===== src/rtl/pipe_hazard_ctrl.sv =====
`default_nettype none
// ============================================================================
// Module      : pipe_hazard_ctrl
// Description : Stall/flush/forward controller for a 5-stage MIPS pipeline.
//               Sequences load-use stalls, EX/MEM-resolved redirects,
//               data-memory wait states and interrupt drain/vectoring.
// Revision    : 1.0 - initial release
// ============================================================================
module pipe_hazard_ctrl #(
    parameter int DRAIN_CYCLES = 3,
    parameter int WAIT_MAX     = 64
) (
    input  logic        clk,
    input  logic        Reset,
    input  logic [4:0]  IF_ID_Rs,
    input  logic [4:0]  IF_ID_Rt,
    input  logic [4:0]  ID_EX_Rs,
    input  logic [4:0]  ID_EX_Rt,
    input  logic        ID_EX_MemRd,
    input  logic [4:0]  ID_EX_RdAdress,
    input  logic        EX_MEM_RegWr,
    input  logic [4:0]  EX_MEM_RdAdress,
    input  logic [2:0]  EX_MEM_PCSrc,
    input  logic        MEM_WB_RegWr,
    input  logic [4:0]  MEM_WB_RdAdress,
    input  logic        MemBusy,
    input  logic        IRQ,
    output logic        PCWr,
    output logic        IF_ID_Wr,
    output logic        ID_EX_Wr,
    output logic        EX_MEM_Wr,
    output logic        MEM_WB_Wr,
    output logic        IF_ID_Flush,
    output logic        ID_EX_Flush,
    output logic        EX_MEM_Flush,
    output logic [1:0]  ForwardA,
    output logic [1:0]  ForwardB,
    output logic        IRQ_Ack,
    output logic        MemTimeout,
    output logic [15:0] StallCount
);

    typedef enum logic [1:0] {
        ST_RUN        = 2'd0,
        ST_MEM_WAIT   = 2'd1,
        ST_IRQ_DRAIN  = 2'd2,
        ST_IRQ_VECTOR = 2'd3
    } state_t;

    localparam logic [3:0] c_DRAIN_INIT = 4'(DRAIN_CYCLES - 1);
    localparam logic [7:0] c_WAIT_MAX   = 8'(WAIT_MAX);

    state_t      state_q, state_d;
    logic [3:0]  drain_q, drain_d;
    logic [7:0]  wait_q,  wait_d;
    logic        timeout_q, timeout_d;
    logic [15:0] stall_q, stall_d;

    logic        w_redirect;
    logic        w_load_use;

    assign w_redirect = (EX_MEM_PCSrc != 3'd0);
    assign w_load_use = ID_EX_MemRd && (ID_EX_RdAdress != 5'd0) &&
                        ((ID_EX_RdAdress == IF_ID_Rs) || (ID_EX_RdAdress == IF_ID_Rt));

    // Operand forwarding: the younger result (EX/MEM) wins over MEM/WB.
    always_comb begin
        ForwardA = 2'b00;
        ForwardB = 2'b00;
        if (EX_MEM_RegWr && (EX_MEM_RdAdress != 5'd0) && (EX_MEM_RdAdress == ID_EX_Rs))
            ForwardA = 2'b10;
        else if (MEM_WB_RegWr && (MEM_WB_RdAdress != 5'd0) && (MEM_WB_RdAdress == ID_EX_Rs))
            ForwardA = 2'b01;
        if (EX_MEM_RegWr && (EX_MEM_RdAdress != 5'd0) && (EX_MEM_RdAdress == ID_EX_Rt))
            ForwardB = 2'b10;
        else if (MEM_WB_RegWr && (MEM_WB_RdAdress != 5'd0) && (MEM_WB_RdAdress == ID_EX_Rt))
            ForwardB = 2'b01;
        if (!Reset) begin
            ForwardA = 2'b00;
            ForwardB = 2'b00;
        end
    end

    // Pipeline enables/flushes and next-state selection.
    always_comb begin
        PCWr         = 1'b1;
        IF_ID_Wr     = 1'b1;
        ID_EX_Wr     = 1'b1;
        EX_MEM_Wr    = 1'b1;
        MEM_WB_Wr    = 1'b1;
        IF_ID_Flush  = 1'b0;
        ID_EX_Flush  = 1'b0;
        EX_MEM_Flush = 1'b0;
        IRQ_Ack      = 1'b0;
        state_d      = state_q;
        drain_d      = drain_q;
        wait_d       = 8'd0;
        timeout_d    = timeout_q;

        if (MemBusy) begin
            // Freeze the whole pipe; interrupt sequencing pauses in place.
            PCWr      = 1'b0;
            IF_ID_Wr  = 1'b0;
            ID_EX_Wr  = 1'b0;
            EX_MEM_Wr = 1'b0;
            MEM_WB_Wr = 1'b0;
            wait_d    = (wait_q == 8'hFF) ? wait_q : wait_q + 8'd1;
            if (wait_d >= c_WAIT_MAX)
                timeout_d = 1'b1;
            if ((state_q == ST_RUN) || (state_q == ST_MEM_WAIT))
                state_d = ST_MEM_WAIT;
        end else begin
            case (state_q)
                ST_IRQ_DRAIN: begin
                    PCWr        = 1'b0;
                    IF_ID_Flush = 1'b1;
                    if (drain_q == 4'd0)
                        state_d = ST_IRQ_VECTOR;
                    else
                        drain_d = drain_q - 4'd1;
                end
                ST_IRQ_VECTOR: begin
                    IRQ_Ack     = 1'b1;
                    IF_ID_Flush = 1'b1;
                    state_d     = ST_RUN;
                end
                default: begin
                    // RUN, and the first ready cycle after a memory wait.
                    state_d = ST_RUN;
                    if (w_redirect) begin
                        IF_ID_Flush  = 1'b1;
                        ID_EX_Flush  = 1'b1;
                        EX_MEM_Flush = 1'b1;
                    end else if (IRQ && !w_load_use) begin
                        PCWr         = 1'b0;
                        IF_ID_Flush  = 1'b1;
                        ID_EX_Flush  = 1'b1;
                        EX_MEM_Flush = 1'b1;
                        state_d      = ST_IRQ_DRAIN;
                        drain_d      = c_DRAIN_INIT;
                    end else if (w_load_use) begin
                        PCWr        = 1'b0;
                        IF_ID_Wr    = 1'b0;
                        ID_EX_Flush = 1'b1;
                    end
                end
            endcase
        end

        if (!Reset) begin
            PCWr         = 1'b0;
            IF_ID_Wr     = 1'b0;
            ID_EX_Wr     = 1'b0;
            EX_MEM_Wr    = 1'b0;
            MEM_WB_Wr    = 1'b0;
            IF_ID_Flush  = 1'b1;
            ID_EX_Flush  = 1'b1;
            EX_MEM_Flush = 1'b1;
            IRQ_Ack      = 1'b0;
        end
    end

    // Saturating count of cycles in which the PC was held.
    always_comb begin
        stall_d = stall_q;
        if (Reset && !PCWr && (stall_q != 16'hFFFF))
            stall_d = stall_q + 16'd1;
    end

    // State and counter registers.
    always_ff @(posedge clk or negedge Reset) begin
        if (!Reset) begin
            state_q   <= ST_RUN;
            drain_q   <= 4'd0;
            wait_q    <= 8'd0;
            timeout_q <= 1'b0;
            stall_q   <= 16'd0;
        end else begin
            state_q   <= state_d;
            drain_q   <= drain_d;
            wait_q    <= wait_d;
            timeout_q <= timeout_d;
            stall_q   <= stall_d;
        end
    end

    assign MemTimeout = timeout_q;
    assign StallCount = stall_q;

endmodule
`default_nettype wire


===== config.mk =====
export PLATFORM = sky130hd
export DESIGN_NAME = pipe_hazard_ctrl
export DESIGN_NICKNAME = d
export VERILOG_FILES = /design/src/rtl/pipe_hazard_ctrl.sv
export SDC_FILE = /design/constraint.sdc
export NUM_CORES = 1
export LEC_CHECK = 0
export CAP_MARGIN = 0
export CORE_MARGIN = 1
export CORE_UTILIZATION = 45
export DETAILED_ROUTE_END_ITERATION = 6
export GPL_ROUTABILITY_DRIVEN = 0
export MAX_ROUTING_LAYER = met4
export PLACE_DENSITY = 0.81
export SYNTH_ARGS = -nofsm -noshare
export SYNTH_HDL_FRONTEND = slang
export SYNTH_SLANG_ARGS = --single-unit

===== constraint.sdc =====
create_clock -name clk -period 2.65 [get_ports clk]
set_clock_uncertainty 0.15 [all_clocks]
set_input_delay 0.265 -clock clk [delete_from_list [all_inputs] [get_ports clk]]
set_output_delay 0.265 -clock clk [all_outputs]
set_load 0.005 [all_outputs]

==> impl_metrics.csv <==
group,metric,value,unit
timing,fin_hold_ws,0.193,ns
critical_path,reg2reg_from,"StallCount[0]$_DFFE_PN0P_",
die,die_h,69.5,µm
critical_path,startpoint,"ID_EX_RdAdress[1]",
final_layout,final_cells,370,
drt,dr.pass1.iters,4,
grt,gr-total-overflow,0,
critical_path,crit_fanout,4,
cts,path_clk_slew,0.07,ns
drt,drtIter0Drc,68,
timing,setup_violations,0,
synth,synth_seq_area_share,0.378,
grt,grt_usage,0.244,
timing,tns,0,ns
cts,tritoncts,"done",
cts,clock_latency,0.29,ns
synth,ys_ff_latch,31,
grt,grt_max_degree,29,
pwr,leakage,0.00142,µW
die,die_w,69.5,µm
drt,postRouteAntennaNets,0,
drt,routed-via-count,1987,
cts,htreeDepth,2,
die,boundaryPins,75,
cts,cts_buffers,5,
critical_path,reg2reg_to,"StallCount[1]$_DFFE_PN0P_",
timing,hold_viol_final,0,
final_layout,n_antenna_cell,0,
timing,min_period,2.56,ns
cts,clock_sinks,31,
synth,synthArstFlopShare,1.00,
cts,postCtsHoldBufs,0,
cts,cts_buffer_depth,2,
critical_path,r2r_slack,0.37,ns
grt,antenna_found_initial,0,
pwr,finalPower,1580,µW
synth,yosysWarnings,0,
drt,viasPerCell,5.37,
final_layout,layout-drive-gt1-share,0.164,
critical_path,crit_arrival,2.15,ns
grt,grt_pass1_vias,1970,
synth,synth_area,0.00205,mm²
place,port_buffers,74,
timing,tightestPinTransition,0.484,ns
synth,avgSynthCellArea,9.67,µm²
worst_hold_path,holdCritPathClass,"in -> async",
critical_path,r2r_cells,7,
synth,synthFlopType,"dfrtp_1",
final_layout,area_delta_synth_final,55.3,%
die,die_area,0.00483,mm²
critical_path,endpoint_kind,"output port",
timing,fin_crit_sh,0.966,
grt,grt_pass1_wl,9.06,mm
drt,avgRoutedWirePerCell,14.7,µm
critical_path,startpoint_type,"primary input",
critical_path,path_class,"in -> out",
critical_path,cp.required,2.24,ns
pwr,ir_worst_vdd,0.000436,V
timing,rsz0062_at_grt,"false",
timing,slew_viol_final,0,
place,dp.cells,360,
die,core,0.00435,mm²
cts,clock-root-buffer,"clkbuf_8",
timing,fmax,0.391,GHz
die,initial_core_util,0.471,
die,rows,24,
synth,synth_cells,212,
run,cap_violations,0,
status,status,"completed",
drt,drc_errors,0,
final_layout,nets,366,
timing,relSlewSlack,0.675,
synth,synth_nets,261,
pwr,powerDensity,495,mW/mm²
synth,synth_cell_type_count,43,
place,dp_hpwl,4.24,mm
drt,routed_wl,5.43,mm
synth,synth_edf_count,0,
[repair_timing]
action / CTS / global route
hold endpoints to repair: 0 / 0
cloned: 0 / 0
buffers inserted: 1 / 1
pin swaps: 2 / 1
endpoints found under the setup margin: 7 / 4
gates resized for setup: 16 / 3
[state kept, by name, summed over array words and instances (netlist names)]
| register | flops |
|---|---|
| wait_q | 8 |
| MemTimeout | 1 |
| state_q | 2 |
| drain_q | 4 |
| StallCount | 16 |
[critical path, stage by stage]
cell,delay [ns]
clkdlybuf4s50_1,0.42
or4_4,0.55
o21ai_4,0.15
buf_4,0.13
buf_6,0.10
nor2_2,0.04
nor3_1,0.14
o31ai_1,0.08
dlygate4sd2_1,0.28
[layout make-up]
| class | count | area, µm² |
|---|---|---|
| repair buffers | 102 | 946 |
| inverters | 6 | 22.5 |
| clock buffers | 6 | 82.6 |
| well taps | 52 | 65.1 |
| multi-input cells | 171 | 1260 |
| flip-flops and latches | 31 | 776 |
| clock inverters | 2 | 35.0 |
| fillers | 322 | 1170 |
[logic make-up after synthesis]
family	after synthesis	share of synthesized area
adder cells (fa/ha/maj)	4	0.0244
AO/OA/AOI/OAI	30	0.108
XOR/XNOR	47	0.201
flip-flops	31	0.378
AND/OR/NAND/NOR	86	0.245
multiplexers	4	0.0207
buffers and inverters	10	0.0226
[cell usage after synthesis, types with 2 or more instances]
master	n	share of area
mux2_2	2	0.011
or4_1	4	0.015
and4_1	2	0.0085
or3_1	2	0.0061
inv_1	6	0.011
and3_1	14	0.043
xnor2_1	19	0.081
buf_4	2	0.0073
nand2_1	13	0.024
xor2_1	28	0.12
nand4_1	10	0.031
nand3_1	7	0.017
a31oi_1	4	0.012
nor4_1	4	0.012
nor2b_1	3	0.0092
dfrtp_1	31	0.38
nor3_1	5	0.012
or4_4	2	0.011
mux2i_1	2	0.0098
o211ai_1	2	0.0073
and2_1	2	0.0061
a21o_1	2	0.0073
nand2b_1	3	0.0092
nor2_1	11	0.020
o21ai_0	10	0.024
o31ai_1	2	0.0073
ha_1	4	0.024
[report_power, final]
group	internal [µW]	switching, µW	total [µW]
combinational	281	206	487
clock	304	179	483
sequential	542	63.4	606
total	1130	448	1580
[metrics by stage]
step | util | instance area [µm²] | setup slack (ns)
global placement | 0.695 | 3030 | -0.155
floorplan | - | 2050 | 0.416
detailed placement | 0.695 | 3030 | -0.251
global route | 0.732 | 3190 | 0.00603
finish | 0.732 | 3190 | 0.0895
CTS | 0.728 | 3170 | 0.0183
[per-layer routing]
layer | GRT usage | part of all wire
met5 | - | 0
met3 | 0.0596 | 0.051
met2 | 0.425 | 0.52
met4 | 0.0454 | 0.011
met1 | 0.289 | 0.42
[how the worst max path moves through the flow]
| stage | end | slack, ns | depth (start not counted) |
|---|---|---|---|
| floorplan | StallCount[5]$_DFFE_PN0P_ | 0.42 | 8 |
| global placement | ForwardB[0] | -0.16 | 6 |
| detailed placement | ForwardA[0] | -0.25 | 6 |
| CTS | PCWr | 0.02 | 9 |
| global route | ID_EX_Flush | 0.006 | 9 |
| finish | ID_EX_Flush | 0.09 | 9 |
[cells in the final DEF (no fill, tap or decap), types with 7 or more instances in the layout]
master and n:
clkdlybuf4s50_1 66, dfrtp_1 31, xor2_1 28, buf_4 27, xnor2_1 19, and3_1 14, nand2_1 13, nand4_1 10
nor2_1 9, o21ai_0 8, nand3_1 7, dlygate4sd2_1 7
Note: power is estimated with default switching activity, not from simulation.
